==> src/rtl/dcache_flush_engine_if.sv <==
// Dcache flush engine bus bundle: SRAM tag/data port and data-memory port.
// The master side is the flush engine; the slave side is the SRAM/memory.
interface dcache_flush_engine_if #(
    parameter int IDX_W  = 4,
    parameter int WAY_W  = 1,
    parameter int TAG_W  = 25,
    parameter int LINE_W = 256,
    parameter int ADDR_W = 32
);
    logic [IDX_W-1:0]  sram_idx_o;
    logic [WAY_W-1:0]  sram_way_o;
    logic [TAG_W-1:0]  sram_tag_i;
    logic [LINE_W-1:0] sram_data_i;
    logic              sram_we_o;
    logic [TAG_W-1:0]  sram_tag_o;
    logic              mem_enable_o;
    logic              mem_write_o;
    logic [ADDR_W-1:0] mem_addr_o;
    logic [LINE_W-1:0] mem_data_o;
    logic              mem_ack_i;

    modport master (
        output sram_idx_o, sram_way_o, sram_we_o, sram_tag_o,
        output mem_enable_o, mem_write_o, mem_addr_o, mem_data_o,
        input  sram_tag_i, sram_data_i, mem_ack_i
    );

    modport slave (
        input  sram_idx_o, sram_way_o, sram_we_o, sram_tag_o,
        input  mem_enable_o, mem_write_o, mem_addr_o, mem_data_o,
        output sram_tag_i, sram_data_i, mem_ack_i
    );
endinterface

==> src/rtl/dcache_flush_engine.sv <==
// Dcache maintenance engine: walks every set/way, writes back dirty lines,
// then clears dirty (clean) or dirty+valid (invalidate) in the tag SRAM.
module dcache_flush_engine #(
    parameter int NUM_SETS = 16,
    parameter int NUM_WAYS = 2,
    parameter int TAG_W    = 25,
    parameter int LINE_W   = 256,
    parameter int ADDR_W   = 32,
    localparam int IDX_W   = $clog2(NUM_SETS),
    localparam int WAY_W   = (NUM_WAYS > 1) ? $clog2(NUM_WAYS) : 1,
    localparam int OFF_W   = $clog2(LINE_W / 8),
    localparam int CNT_W   = IDX_W + WAY_W + 1
) (
    input  logic             clk_i,
    input  logic             rst_i,
    input  logic             start_i,
    input  logic             mode_i,
    output logic             busy_o,
    output logic             done_o,
    output logic [CNT_W-1:0] wb_count_o,
    dcache_flush_engine_if.master bus
);

    typedef enum logic [2:0] {
        S_IDLE,
        S_READ,
        S_CHECK,
        S_WRITE,
        S_UPDATE,
        S_DONE
    } state_t;

    localparam logic [IDX_W-1:0] LAST_SET = IDX_W'(NUM_SETS - 1);
    localparam logic [WAY_W-1:0] LAST_WAY = WAY_W'(NUM_WAYS - 1);

    state_t            state_q;
    state_t            state_d;
    logic [IDX_W-1:0]  set_q;
    logic [WAY_W-1:0]  way_q;
    logic              mode_q;
    logic [TAG_W-1:0]  tag_q;
    logic [LINE_W-1:0] data_q;
    logic [CNT_W-1:0]  cnt_q;

    logic              accept;
    logic              advance;
    logic              cnt_inc;
    logic              last;
    logic              in_v;
    logic              in_d;
    logic              busy;
    logic              done;
    logic              mem_en;
    logic              tag_we;

    assign in_v = bus.sram_tag_i[TAG_W-1];
    assign in_d = bus.sram_tag_i[TAG_W-2];
    assign last = (set_q == LAST_SET) && (way_q == LAST_WAY);

    // Next-state and strobe decode; reset masks strobes in the same cycle.
    always_comb begin
        state_d = state_q;
        accept  = 1'b0;
        advance = 1'b0;
        cnt_inc = 1'b0;
        busy    = 1'b1;
        done    = 1'b0;
        mem_en  = 1'b0;
        tag_we  = 1'b0;
        unique case (state_q)
            S_IDLE: begin
                busy = 1'b0;
                if (start_i) begin
                    accept  = 1'b1;
                    state_d = S_READ;
                end
            end
            S_READ: begin
                state_d = S_CHECK;
            end
            S_CHECK: begin
                if (in_v && in_d) begin
                    state_d = S_WRITE;
                end else if (mode_q && in_v) begin
                    state_d = S_UPDATE;
                end else begin
                    advance = 1'b1;
                end
            end
            S_WRITE: begin
                mem_en = 1'b1;
                if (bus.mem_ack_i) begin
                    cnt_inc = 1'b1;
                    state_d = S_UPDATE;
                end
            end
            S_UPDATE: begin
                tag_we  = 1'b1;
                advance = 1'b1;
            end
            S_DONE: begin
                done    = 1'b1;
                state_d = S_IDLE;
            end
            default: begin
                state_d = S_IDLE;
            end
        endcase
        if (advance) begin
            state_d = last ? S_DONE : S_READ;
        end
        if (rst_i) begin
            busy   = 1'b0;
            done   = 1'b0;
            mem_en = 1'b0;
            tag_we = 1'b0;
        end
    end

    // State register.
    always_ff @(posedge clk_i) begin
        if (rst_i) begin
            state_q <= S_IDLE;
        end else begin
            state_q <= state_d;
        end
    end

    // Walk counters, captured entry and write-back count.
    always_ff @(posedge clk_i) begin
        if (rst_i) begin
            set_q  <= '0;
            way_q  <= '0;
            mode_q <= 1'b0;
            tag_q  <= '0;
            data_q <= '0;
            cnt_q  <= '0;
        end else begin
            if (accept) begin
                set_q  <= '0;
                way_q  <= '0;
                cnt_q  <= '0;
                mode_q <= mode_i;
            end
            if (state_q == S_CHECK) begin
                tag_q  <= bus.sram_tag_i;
                data_q <= bus.sram_data_i;
            end
            if (cnt_inc) begin
                cnt_q <= cnt_q + CNT_W'(1);
            end
            if (advance) begin
                if (way_q == LAST_WAY) begin
                    way_q <= '0;
                    set_q <= set_q + IDX_W'(1);
                end else begin
                    way_q <= way_q + WAY_W'(1);
                end
            end
        end
    end

    assign busy_o           = busy;
    assign done_o           = done;
    assign wb_count_o       = cnt_q;

    assign bus.sram_idx_o   = set_q;
    assign bus.sram_way_o   = way_q;
    assign bus.sram_we_o    = tag_we;
    assign bus.sram_tag_o   = {tag_q[TAG_W-1] & ~mode_q, 1'b0,
                               tag_q[TAG_W-3:0]};

    assign bus.mem_enable_o = mem_en;
    assign bus.mem_write_o  = mem_en;
    assign bus.mem_addr_o   = {tag_q[TAG_W-3:0], set_q, {OFF_W{1'b0}}};
    assign bus.mem_data_o   = data_q;

endmodule

==> src/flat_wrapper.sv <==
// flat-port wrapper written by rule: the top's interface ports become plain ports
module dcache_flush_engine_flat 
#(
    parameter int NUM_SETS = 16,
    parameter int NUM_WAYS = 2,
    parameter int TAG_W    = 25,
    parameter int LINE_W   = 256,
    parameter int ADDR_W   = 32,
    localparam int IDX_W   = $clog2(NUM_SETS),
    localparam int WAY_W   = (NUM_WAYS > 1) ? $clog2(NUM_WAYS) : 1,
    localparam int OFF_W   = $clog2(LINE_W / 8),
    localparam int CNT_W   = IDX_W + WAY_W + 1
)
  (clk_i, rst_i, start_i, mode_i, busy_o, done_o, wb_count_o, bus_sram_idx_o, bus_sram_way_o, bus_sram_we_o, bus_sram_tag_o, bus_mem_enable_o, bus_mem_write_o, bus_mem_addr_o, bus_mem_data_o, bus_sram_tag_i, bus_sram_data_i, bus_mem_ack_i);
  dcache_flush_engine_if #(.IDX_W(4), .WAY_W(1), .TAG_W(TAG_W), .LINE_W(LINE_W), .ADDR_W(ADDR_W)) bus_i ();
  input  logic clk_i;
  input  logic rst_i;
  input  logic start_i;
  input  logic mode_i;
  output logic busy_o;
  output logic done_o;
  output logic [CNT_W-1:0] wb_count_o;
  output wire logic [$bits(bus_i.sram_idx_o)-1:0] bus_sram_idx_o;
  output wire logic [$bits(bus_i.sram_way_o)-1:0] bus_sram_way_o;
  output wire logic [$bits(bus_i.sram_we_o)-1:0] bus_sram_we_o;
  output wire logic [$bits(bus_i.sram_tag_o)-1:0] bus_sram_tag_o;
  output wire logic [$bits(bus_i.mem_enable_o)-1:0] bus_mem_enable_o;
  output wire logic [$bits(bus_i.mem_write_o)-1:0] bus_mem_write_o;
  output wire logic [$bits(bus_i.mem_addr_o)-1:0] bus_mem_addr_o;
  output wire logic [$bits(bus_i.mem_data_o)-1:0] bus_mem_data_o;
  input wire logic [$bits(bus_i.sram_tag_i)-1:0] bus_sram_tag_i;
  input wire logic [$bits(bus_i.sram_data_i)-1:0] bus_sram_data_i;
  input wire logic [$bits(bus_i.mem_ack_i)-1:0] bus_mem_ack_i;
  assign bus_sram_idx_o = bus_i.sram_idx_o;
  assign bus_sram_way_o = bus_i.sram_way_o;
  assign bus_sram_we_o = bus_i.sram_we_o;
  assign bus_sram_tag_o = bus_i.sram_tag_o;
  assign bus_mem_enable_o = bus_i.mem_enable_o;
  assign bus_mem_write_o = bus_i.mem_write_o;
  assign bus_mem_addr_o = bus_i.mem_addr_o;
  assign bus_mem_data_o = bus_i.mem_data_o;
  assign bus_i.sram_tag_i = bus_sram_tag_i;
  assign bus_i.sram_data_i = bus_sram_data_i;
  assign bus_i.mem_ack_i = bus_mem_ack_i;
  dcache_flush_engine #(.NUM_SETS(NUM_SETS), .NUM_WAYS(NUM_WAYS), .TAG_W(TAG_W), .LINE_W(LINE_W), .ADDR_W(ADDR_W)) u_core (.clk_i(clk_i), .rst_i(rst_i), .start_i(start_i), .mode_i(mode_i), .busy_o(busy_o), .done_o(done_o), .wb_count_o(wb_count_o), .bus(bus_i));
endmodule
==> config.mk <==
export PLATFORM = sky130hd
export DESIGN_NAME = dcache_flush_engine_flat
export DESIGN_NICKNAME = d
export VERILOG_FILES = /design/src/rtl/dcache_flush_engine_if.sv /design/src/rtl/dcache_flush_engine.sv /design/src/flat_wrapper.sv
export SDC_FILE = /design/constraint.sdc
export NUM_CORES = 1
export LEC_CHECK = 0
export ABC_AREA = 0
export BUFFER_PORTS_ARGS = -buffer_cell sky130_fd_sc_hd__buf_4
export CORE_AREA = 2 2 242 244
export DETAILED_ROUTE_END_ITERATION = 6
export DIE_AREA = 0 0 244 246
export PLACE_DENSITY = 0.41
export RECOVER_POWER = 25
export SLEW_MARGIN = 20
export SYNTH_ARGS = -nofsm -noshare
export SYNTH_HDL_FRONTEND = slang
export SYNTH_SLANG_ARGS = --single-unit
==> constraint.sdc <==
create_clock -name clk_i -period 3.35 [get_ports clk_i]
set_input_delay 0.1675 -clock clk_i [delete_from_list [all_inputs] [get_ports clk_i]]
set_output_delay 0.1675 -clock clk_i [all_outputs]
set_load 0.02 [all_outputs]
Word level (Yosys, flattened, before mapping)
Index checks and enable logic that the tools add are counted.
W data, S select, Z words.
{"block": "classes", "add_sub_neg": 3, "n_mul": 0, "div": 0, "n_lt_le_gt_ge": 0, "eq_ne": 10, "shift": 0, "muxes": 30, "n_bitwise": 2, "n_reduce_logical": 7}
{"op": "$mux W3", "n": 6}
{"op": "$mux W1", "n": 17}
{"op": "$pmux W3 S5", "n": 1}
{"op": "$mux W4", "n": 3}
{"op": "$mux W6", "n": 2}
{"op": "$add A6 B1 Y6 const B", "n": 1}
{"op": "$eq A3 B2 Y1 const B", "n": 2}
{"op": "$eq A3 B3 Y1 const B", "n": 2}
{"op": "$ne A3 B2 Y1 const B", "n": 2}
{"op": "$add A4 B1 Y4 const B", "n": 1}
{"op": "$eq A4 B4 Y1 const B", "n": 1}
{"op": "$ne A4 B1 Y1 const B", "n": 1}
{"op": "$reduce_and A4 Y1", "n": 1}
{"op": "$reduce_bool A2 Y1", "n": 2}
{"op": "$eq A3 B1 Y1 const B", "n": 1}
{"op": "$logic_and A1 B1 Y1", "n": 3}
{"op": "$logic_not A3 Y1", "n": 1}
{"op": "$ne A2 B1 Y1 const B", "n": 1}
{"op": "$pmux W1 S2", "n": 1}
{"op": "$add A1 B1 Y1 const B", "n": 1}
{"op": "$and A1 B1 Y1", "n": 1}
{"op": "$not A1 Y1", "n": 1}
{"block": "totals", "reg_bits": 296, "latchBits": 0, "ramBits": 0, "rom_bits": 0, "in_bits": 286, "output_inout_bits": 329, "memories": 0}

Logic depth before layout (Yosys ltp)
{"block": "logic_depth", "word_depth": 6, "ltp_mapped": 8, "depth_no_buf": 4}

Worst setup path after synthesis
OpenSTA, ideal clock, no wires.
{"block": "synth_path", "path_kind": "register to register", "startpoint": "register u_core.mode_q", "endpoint": "register u_core.way_q (netlist: u_core.bus.sram_way_o)", "arrival_time_ns": 1.471, "required_ns": 3.285, "path_slack_ns": 1.814, "path_stages_with_launch": 5, "n_path_buf": 0, "period_less_slack_ns": 1.536, "path_cell_list": "dfxtp_1 > or2_2 > a211oi_1 > mux2_2 > nor2_1"}
{"block": "synth_between", "elab_chain_len": 5, "elab_cells_between_ends": 6, "classes_between": "4 x mux; 2 x reduce/logical"}
{"element": "start, declared", "line": "dcache_flush_engine.sv:40", "source": "logic mode_q;"}
{"element": "start signal, assigned", "line": "dcache_flush_engine.sv:143", "source": "mode_q <= mode_i;"}
{"element": "$logic_and A1 B1 Y1 *", "line": "dcache_flush_engine.sv:84", "source": "end else if (mode_q && in_v) begin"}
{"element": "$mux W1 *", "line": "dcache_flush_engine.sv:84"}
{"element": "$mux W1 *", "line": "dcache_flush_engine.sv:82", "source": "if (in_v && in_d) begin"}
{"element": "$pmux W1 S2 *", "line": "dcache_flush_engine.sv:70", "source": "unique case (state_q)"}
{"element": "$mux W1 / $reduce_bool A2 Y1 (equally long branches)"}
{"element": "end signal, assigned", "line": "dcache_flush_engine.sv:157", "source": "way_q <= way_q + WAY_W'(1);"}
{"element": "end, declared", "line": "dcache_flush_engine.sv:39", "source": "logic [WAY_W-1:0] way_q;"}
Mark *: on every way between the ends. The rest lies on a longest branch, timed or not.
A chain may end at the register's enable or synchronous reset.

Worst setup path in the final report
{"block": "layout_path", "startpoint": "register u_core.state_q[0]", "endpoint": "register u_core.data_q[110] (netlist: u_core.bus.mem_data_o[110])"}
{"block": "layout_between", "elab_chain_len": 1}
{"element": "start, declared", "line": "dcache_flush_engine.sv:36", "source": "state_t state_q;"}
{"element": "start signal, assigned", "line": "dcache_flush_engine.sv:125", "source": "state_q <= state_d;"}
{"element": "$eq A3 B2 Y1", "line": "dcache_flush_engine.sv:145", "source": "if (state_q == S_CHECK) begin"}
{"element": "end signal, assigned", "line": "dcache_flush_engine.sv:147", "source": "data_q <= bus.sram_data_i;"}
{"element": "end, declared", "line": "dcache_flush_engine.sv:42", "source": "logic [LINE_W-1:0] data_q;"}
Every way passes these cells.

==> run_results.csv <==
group,metric,value,unit
cells_and_area,mostFrequentLayoutCells,"nand2_1 (568), buf_4 (467), dfxtp_1 (295), a21oi_1 (290), dlygate4sd3_1 (282)",
setup_path,cp-start-kind,"register",
grt,grt_pass1_wl,65920,um
drt,vias_per_cell,4.005,
cells_and_area,fin_cells,2970,
cts,cts_tree,"built",
setup_path,r2r_cells,6,
grt,grt_max_degree,146,
synth,yosysSeqAreaShare,54.86,%
worst_hold_path,holdPathStages,5,
cells_and_area,syn_to_final_growth,79.13,%
timing,holdWs,59.13,ps
timing,min_period_over_period,62.69,%
cts,clkSinkCount,295,
drt,vias,11900,
worst_hold_path,hold_class,"in -> reg",
drt,drc_errors,0,
setup_path,crit_required,3810,ps
floorplan,fp.dieArea,0.06002,mm^2
synth,syn-instance-count,1380,
timing,worst_pin_slew,1048,ps
cells_and_area,fillers,6149,
power_and_ir_drop,cellPowerDensity,487.7,mW/mm^2
drt,drtPass1Iterations,4,
cts,cts_buffers,38,
cts,ctsRootBufferMaster,"clkbuf_16",
timing,fmax,0.4761,GHz
synth,synth_cell_types,37,
grt,antenna_found_initial,1,
floorplan,initial_core_util,18.76,%
cts,cts_htree_levels,2,
power_and_ir_drop,ir_drop,0.3625,mV
synth,synth_warnings,0,
grt,grt_overflow_total,0,
power_and_ir_drop,internal-power,7.001,mW
timing,rsz0062_at_grt,"false",
synth,avgSynthCellArea,7.800,um^2
floorplan,die_w,244,um
outcome,status,"completed",
timing,tns,0,ps
power_and_ir_drop,power.share.clock,45.2,%
power_and_ir_drop,p_leak,7.688,nW
drt,route.detailed.wl_per_inst,14.71,um
placement,dpl_cell_area,0.01572,mm^2
synth,netlist_area,0.01076,mm^2
cells_and_area,finalInstanceArea,0.01928,mm^2
cells_and_area,post-route-util,33.61,%
drt,wirelength,43700,um
timing,post-route-min-period,2100,ps
floorplan,num_rows,88,
placement,port_buffers,608,
power_and_ir_drop,netSwitchingPower,2.402,mW
drt,dr.first_iter.drc_count,405,
grt,grt_pass1_vias,11750,
setup_path,crit_type,"reg -> reg",
floorplan,io-pin-count,615,
cells_and_area,antenna_cells,0,
floorplan,coreArea,0.05737,mm^2
power_and_ir_drop,switching_share,25.55,%
timing,slew_headroom,29.17,%
power_and_ir_drop,combPwrFrac,15.0,%
floorplan,die_y,246,um
timing,hold_viol_final,0,
cells_and_area,fin_nets,2467,
cts,clk_pin_slew_worst_paths,60,ps
timing,final-max-slew-violation-count,0,
flow_run,max_cap_viol_count,0,
setup_path,worstPathArrival,2560,ps
cts,ctsResizeCount,0,
cts,cts_max_path_buffers,3,
cells_and_area,layout-drive-gt1-share,24.44,%
placement,hpwlAfterDp,30200,um
setup_path,crit_path_max_fanout,70,
setup_path,end_kind,"register",
grt,grtUsageTotal,13.72,%
drt,antenna_left,0,
placement,place.gp.congestion,0.7998,
power_and_ir_drop,pwr-share-seq,39.8,%
cts,clock_latency,530,ps
timing,fin_skew,9.779,ps
placement,dpl.cell_count,2622,
synth,synth-seq-cells,295,
timing,setup_viol,0,
cells_and_area,mostFrequentLayoutCell,"nand2_1",
## critical path: stages, from the launching register on
cell and delay, ps:
dfxtp_1 450, nor2_1 270, and2_4 350, buf_12 290, buf_12 310, nand2_1 110, a21oi_1 140
## synth_stat cells
master | n | share of area [%]
o21ai_0 | 1 | 0.046
a31oi_1 | 3 | 0.17
nand3b_1 | 1 | 0.070
and2_1 | 1 | 0.058
buf_1 | 4 | 0.14
nand2b_1 | 3 | 0.17
o22a_1 | 1 | 0.081
or4b_1 | 1 | 0.093
buf_4 | 57 | 4.0
nand4b_1 | 1 | 0.081
nand2_1 | 569 | 20
nor2b_1 | 2 | 0.12
a2111o_1 | 1 | 0.10
and4b_1 | 1 | 0.093
ha_1 | 2 | 0.23
or2b_1 | 1 | 0.070
nand4_1 | 1 | 0.058
or3_1 | 1 | 0.058
clkbuf_1 | 65 | 2.3
xnor2_1 | 2 | 0.16
buf_6 | 1 | 0.10
or2_2 | 1 | 0.058
conb_1 | 1 | 0.035
a211oi_1 | 1 | 0.070
xor2_1 | 2 | 0.16
o311ai_0 | 1 | 0.081
nor4b_1 | 1 | 0.081
nor2_1 | 13 | 0.45
nand3_1 | 13 | 0.60
mux2_2 | 1 | 0.10
inv_1 | 3 | 0.10
nor3_1 | 8 | 0.37
a21oi_1 | 290 | 13
dfxtp_1 | 295 | 55
mux2_1 | 1 | 0.10
buf_2 | 29 | 1.3
or4_1 | 1 | 0.070
## power by group through the flow
stage	clock network, mW	logic [mW]	registers [mW]
after floorplan	0	0.436	3.96
after global placement	0	1.21	3.82
after detailed placement	0	1.21	3.82
after CTS	4.42	1.49	3.75
after global routing	4.57	1.53	3.76
final	4.25	1.41	3.75
## final cells by class
cell class / count / area, um^2 / area share [%]
inverters: 3 / 11.26 / 0.05840
flip-flops and latches: 295 / 5906 / 30.63
well taps: 765 / 957.2 / 4.964
clock inverters: 6 / 90.09 / 0.4672
clock buffers: 60 / 1227 / 6.366
repair buffers: 910 / 7058 / 36.60
multi-input cells: 931 / 4033 / 20.91
## per-stage QoR
stage	setup WS (ps)	total power, mW
floorplan	1814	4.400
detailed placement	1274	5.031
global placement	1311	5.023
global route	1039	9.866
finish	1250	9.404
CTS	1254	9.656
## metal layers
metal	track usage (%)	vias to the layer above	share of wire, %
li1	-	5976	-
met1	16.19	5448	41
met2	23.10	397	48
met3	4.499	72	7.7
met4	5.183	2	3.2
met5	0	-	0.030
## cell families (layout without fill, tap and decap cells)
group,count (synthesis),count (layout),share of synthesized area (%)
flip-flops,295,295,54.86
adder cells (fa/ha/maj),2,2,0.2324
buffers and inverters,159,979,7.939
multiplexers,2,2,0.2092
AO/OA/AOI/OAI,298,298,14.04
other,1,6,0.03484
XOR/XNOR,4,4,0.3255
AND/OR/NAND/NOR,619,619,22.35
## worst paths after layout
| path | from | end | slack (ps) |
|---|---|---|---|
| worst min register to register | u_core.tag_q[24] | u_core.tag_q[24] | 450 |
| worst max register to register | u_core.state_q[0] | u_core.bus.mem_data_o[110] | 1250 |
| worst max-delay path | u_core.state_q[0] | u_core.bus.mem_data_o[110] | 1250 |
| worst min-delay path | bus_sram_tag_i[23] | u_core.state_q[1] | 60 |
## state kept, by name (all words and copies together), names as in the netlist
name,count
u_core.tag_q,24
u_core.bus.sram_way_o,1
u_core.bus.sram_idx_o,4
u_core.bus.mem_data_o,256
u_core.mode_q,1
u_core.wb_count_o,6
u_core.state_q,3
## timing repair
item | CTS | global route
hold buffers | 282 | 0
setup buffers | 0 | 0
hold endpoints to repair | 282 | 0
(Power assumes the default switching activity.)
